## src/rtl/lfsr_1.sv

```systemverilog
// Free-running Fibonacci LFSR, shift-left with feedback into the LSB.
// Optional build macro LFSR1_LOCKUP_RECOVER_EN reseeds the register out of the all-zero state.
module lfsr_1 #(
  parameter int          WIDTH = 28,
  parameter logic [31:0] TAPS  = 32'h0900_0000,
  parameter logic [31:0] SEED  = 32'h0000_0001
) (
  input  logic             clk,
  input  logic             resetn,
  output logic [WIDTH-1:0] lfsr_out
);

  // Maximal-length tap masks; bit i set means state bit i feeds the XOR.
  function automatic logic [31:0] tap_table(input int w);
    logic [31:0] t;
    case (w)
      2:       t = 32'h0000_0003;
      3:       t = 32'h0000_0006;
      4:       t = 32'h0000_000C;
      5:       t = 32'h0000_0014;
      6:       t = 32'h0000_0030;
      7:       t = 32'h0000_0060;
      8:       t = 32'h0000_00B8;
      9:       t = 32'h0000_0110;
      10:      t = 32'h0000_0240;
      11:      t = 32'h0000_0500;
      12:      t = 32'h0000_0829;
      13:      t = 32'h0000_100D;
      14:      t = 32'h0000_2015;
      15:      t = 32'h0000_6000;
      16:      t = 32'h0000_D008;
      17:      t = 32'h0001_2000;
      18:      t = 32'h0002_0400;
      19:      t = 32'h0004_0023;
      20:      t = 32'h0009_0000;
      21:      t = 32'h0014_0000;
      22:      t = 32'h0030_0000;
      23:      t = 32'h0042_0000;
      24:      t = 32'h00E1_0000;
      25:      t = 32'h0120_0000;
      26:      t = 32'h0200_0023;
      27:      t = 32'h0400_0013;
      28:      t = 32'h0900_0000;
      29:      t = 32'h1400_0000;
      30:      t = 32'h2000_0029;
      31:      t = 32'h4800_0000;
      32:      t = 32'h8020_0003;
      default: t = 32'h0900_0000;
    endcase
    return t;
  endfunction

  // An untouched TAPS on a non-28-bit build means "pick from the table".
  localparam logic [31:0] TAPS_SEL =
    (WIDTH != 28 && TAPS == 32'h0900_0000) ? tap_table(WIDTH) : TAPS;
  localparam logic [WIDTH-1:0] TAP_MASK =
    TAPS_SEL[WIDTH-1:0] | {1'b1, {(WIDTH-1){1'b0}}};
  localparam logic [WIDTH-1:0] SEED_RAW = SEED[WIDTH-1:0];
  localparam logic [WIDTH-1:0] SEED_EFF = (SEED_RAW == '0) ? WIDTH'(1) : SEED_RAW;

  logic [WIDTH-1:0] q;
  logic             fb;

  assign fb = ^(q & TAP_MASK);

  always_ff @(posedge clk) begin
    if (resetn)
      q <= SEED_EFF;
`ifdef LFSR1_LOCKUP_RECOVER_EN
    else if (q == '0)
      q <= SEED_EFF;
`endif
    else
      q <= {q[WIDTH-2:0], fb};
  end

  assign lfsr_out = q;

endmodule

```

## config.mk

```make
export PLATFORM = sky130hd
export DESIGN_NAME = lfsr_1
export DESIGN_NICKNAME = d
export VERILOG_FILES = /design/src/rtl/lfsr_1.sv
export SDC_FILE = /design/constraint.sdc
export NUM_CORES = 1
export LEC_CHECK = 0
export ABC_AREA = 1
export CELL_PAD_IN_SITES_DETAIL_PLACEMENT = 0
export CELL_PAD_IN_SITES_GLOBAL_PLACEMENT = 1
export CORE_MARGIN = 5
export CORE_UTILIZATION = 44
export DETAILED_ROUTE_END_ITERATION = 6
export DONT_BUFFER_PORTS = 1
export PLACE_DENSITY_LB_ADDON = 0.1
export REMOVE_ABC_BUFFERS = 1
export SKIP_LAST_GASP = 1
export SLEW_MARGIN = 20
export SYNTH_ARGS = -nofsm -noshare
export SYNTH_HDL_FRONTEND = slang
export SYNTH_SLANG_ARGS = --single-unit
export TNS_END_PERCENT = 5
```

## constraint.sdc

```tcl
create_clock -name clk -period 1.14 [get_ports clk]
set_input_delay 0.057 -clock clk [delete_from_list [all_inputs] [get_ports clk]]
set_output_delay 0.057 -clock clk [all_outputs]
set_load 0.005 [all_outputs]
```

======== Yosys cells after proc, flatten, opt, wreduce, memory -nomap -nowiden ========
Cells that the tools add are included.
storage, ports and cells
  register bits ........................... 28
  latch bits .............................. 0
  RAM bits ................................ 0
  memory bits (read-only) ................. 0
  bits of input ports ..................... 2
  output and inout port bits .............. 28
  logic and storage cells ................. 2
  memories ................................ 0
cells by class
  add/subtract/negate cells ............... 0
  multipliers ............................. 0
  divide/modulo/power cells ............... 0
  $lt $le $gt $ge ......................... 0
  eq/ne operators ......................... 0
  shift operators ......................... 0
  multiplexer cells ....................... 0
  bitwise logic cells ..................... 0
  reduce and logical (&&, ||, !) cells .... 1
operators with widths
  cell                  count
  28-bit XOR reduction  1

======== Logic depth before layout (Yosys ltp) ========
  word-level depth ........................ 1
  mapped depth ............................ 3

======== Worst setup path after synthesis ========
No wires, ideal clock.
  kind .................................... reg2reg
  start ................................... register q[24] (netlist: lfsr_out[24])
  end ..................................... register q[0] (netlist: lfsr_out[0])
  setup time .............................. 0.119 ns
  arrival ................................. 0.485 ns
  setup slack ............................. 0.536 ns
  stages on the path, launching flop included .. 4
  path buffers ............................ 0
  period minus slack after synthesis ...... 0.604 ns
  cell sequence ........................... dfxtp_1 -> inv_1 -> nand2_1 -> nand3_1
between the ends
  word-level cells in the longest chain between the ends .. 1
RTL lines
  what                    RTL line  RTL
  start, declared         61        logic [WIDTH-1:0] q;
  start signal, assigned  74        q <= {q[WIDTH-2:0], fb};
  28-bit XOR reduction    64        assign fb = ^(q & TAP_MASK);
No other way between the ends.
A chain may end at the register's enable or synchronous reset.

======== Final worst setup path ========
  start ................................... register q[4] (netlist: lfsr_out[4])
  end ..................................... register q[5] (netlist: lfsr_out[5])
No word-level cell between the ends.

==> impl_metrics.csv <==
group,metric,value,unit
power,ir_drop,0.698,mV
synthesis,synth_cell_type_count,7,
power,p_int,1190,µW
final_layout,layout_common_cells,"inv_1 (29), dfxtp_1 (28), nor2_1 (26)",
cts,cts_setup_buffers,0,
placement,place_ws,0.487,ns
global_route,grt_max_degree,27,
die,start_util,47.0,%
min_path,min_to,"lfsr_out[10]",
timing,rsz0062_at_grt,"true",
synthesis,syn_inst,90,
final_layout,layout_commonest_cell,"inv_1",
timing,skew,0.00351,ns
power,switching_share,19.9,%
timing,worstMarginPinSlew,0.873,ns
run_status,outcome,"finished, final reports clean",
cts,cts_root_buf,"clkbuf_4",
setup_path,rrSetupSlack,0.05,ns
die,pin_count,30,
global_route,grt_usage,10.4,%
die,die_h,53.2,µm
synthesis,avgSynthCellArea,9.11,µm²
detailed_routing,wl,1.28,mm
detailed_routing,drt_iter0_markers,4,
run,maxCapViolCount,0,
timing,max_freq,921,MHz
detailed_routing,drt_first_pass_iters,3,
timing,setup_ws,0.0547,ns
setup_path,critPathCaptureType,"flip-flop",
die,rows,15,
cts,insertion_delay,0.32,ns
die,fp.dieArea,2830,µm²
power,comb_power_share,1.6,%
global_route,antenna_found_initial,0,
min_path,holdPathStages,2,
power,p_switching,295,µW
detailed_routing,drtAntennaViolNets,0,
global_route,overflow,0,
setup_path,critPathKind,"reg -> reg",
die,die_x,53.2,µm
cts,clk_pin_slew_worst_paths,0.14,ns
detailed_routing,drc,0,
power,clkPwrFrac,31.5,%
global_route,grt_pass1_wl,2.11,mm
timing,period_needed,1.09,ns
synthesis,synth-seq-cells,28,
setup_path,cp_max_fo,2,
detailed_routing,vias,476,
synthesis,synth_area,820,µm²
cts,clockBufferDepth,2,
cts,cts_tree,"yes",
timing,hold_violations,0,
cts,cts_buffers,3,
timing,finalCritPeriodShare,95.2,%
setup_path,r2r-end,"lfsr_out[5]",
placement,placed_cell_area,817,µm²
setup_path,critPathRequiredTime,1.41,ns
timing,setup_viol,0,
cts,h-tree-depth,1,
final_layout,antenna_cells,0,
detailed_routing,wl_per_cell,10.7,µm
timing,drv_slew,0,
synthesis,yosysSeqAreaShare,68.4,%
timing,slew_headroom,41.8,%
min_path,hp-start,"resetn",
placement,hpwl,842,µm
final_layout,largest_reg_flops,28,
setup_path,arrival,1.35,ns
synthesis,ys_warn_count,0,
power,cellPowerDensity,1670,nW/µm²
power,leakage,0.000360,µW
final_layout,drive_above_1_share,5.32,%
setup_path,worstRegToRegCells,3,
final_layout,nets,97,
cts,cts.sinks,28,
global_route,grt_pass1_vias,490,
power,p_seq_share,66.9,%
die,coreArea,1750,µm²
placement,io_buffer_count,0,
final_layout,area_growth,8.09,%
setup_path,startpoint_type,"flip-flop",
min_path,hp-class,"in -> reg",
placement,finalWeightedCongestion,0.533,
setup_path,regToRegStartpoint,"lfsr_out[4]",
detailed_routing,vias_per_cell,4.00,
final_layout,finish.instance_area,886,µm²
## final cells by class
cell class / count / area, µm²
tap: 25 / 31.3
sequential: 28 / 561
inverter: 29 / 109
clock buffer: 4 / 36.3
multi-input combinational: 30 / 116
fill: 177 / 860
timing repair buffer: 3 / 32.5
## logic make-up (layout without fill, tap and decap cells)
group	count (synthesis)	in the layout	share of synthesized area, %
simple gates	30	30	14.2
flops	28	28	68.4
buf+inv	32	36	17.4
## repair_timing
item                                   CTS  global route
gates resized for setup                  0             1
setup endpoints to repair                0            28
endpoints found under the hold margin   28             0
hold buffers                             3             0
## power groups by stage
stage / Sequential, µW / Combinational (µW) / Clock [µW]
2_1_floorplan: 1010 / 6.50 / 0
3_3_place_gp: 1010 / 7.06 / 0
3_5_place_dp: 1010 / 6.96 / 0
4_1_cts: 993 / 23.2 / 486
5_1_grt: 995 / 27.2 / 523
6_report: 993 / 23.1 / 468
## layer usage
layer | up-vias | track usage (%) | share of wire, %
met5 | - | 0 | 0
met4 | 0 | 6.38 | 1.1
met3 | 2 | 4.79 | 11
met2 | 15 | 17.6 | 47
met1 | 212 | 10.4 | 40
li1 | 247 | - | -
## worst max-delay path by stage
stage                 startpoint           end  depth (start not counted)  slack (ns)
global placement    lfsr_out[24]   lfsr_out[0]                          3        0.51
floorplan           lfsr_out[24]   lfsr_out[0]                          3        0.54
global route         lfsr_out[9]  lfsr_out[10]                          3       -0.07
CTS                       resetn  lfsr_out[17]                          2       0.006
finish               lfsr_out[4]   lfsr_out[5]                          3        0.05
detailed placement  lfsr_out[24]   lfsr_out[0]                          3        0.49
## Yosys cell counts
library cell	count	share of area, %
buf_6	3	4.1
dfxtp_1	28	68
inv_1	29	13
nand2_1	2	0.92
nand3_1	1	0.61
nor2_1	26	12
nor2_2	1	0.76
## worst max-delay path: stages (launching register included)
cell	delay [ns]
dfxtp_1	0.38
inv_1	0.06
nor2_2	0.06
dlygate4sd3_1	0.54
## through the flow
stage | hold slack [ns] | total power [µW] | cells | TNS, ns | util, %
floorplan | 0.124 | 1020 | 87 | 0 | -
global placement | 0.127 | 1020 | 112 | 0 | 46.8
detailed placement | 0.128 | 1020 | 112 | 0 | 46.8
CTS | 0.318 | 1500 | 119 | 0 | 50.6
global route | 0.322 | 1540 | 119 | -0.0756 | 50.8
finish | 0.328 | 1480 | 119 | 0 | 50.8
(Power assumes the default switching activity.)
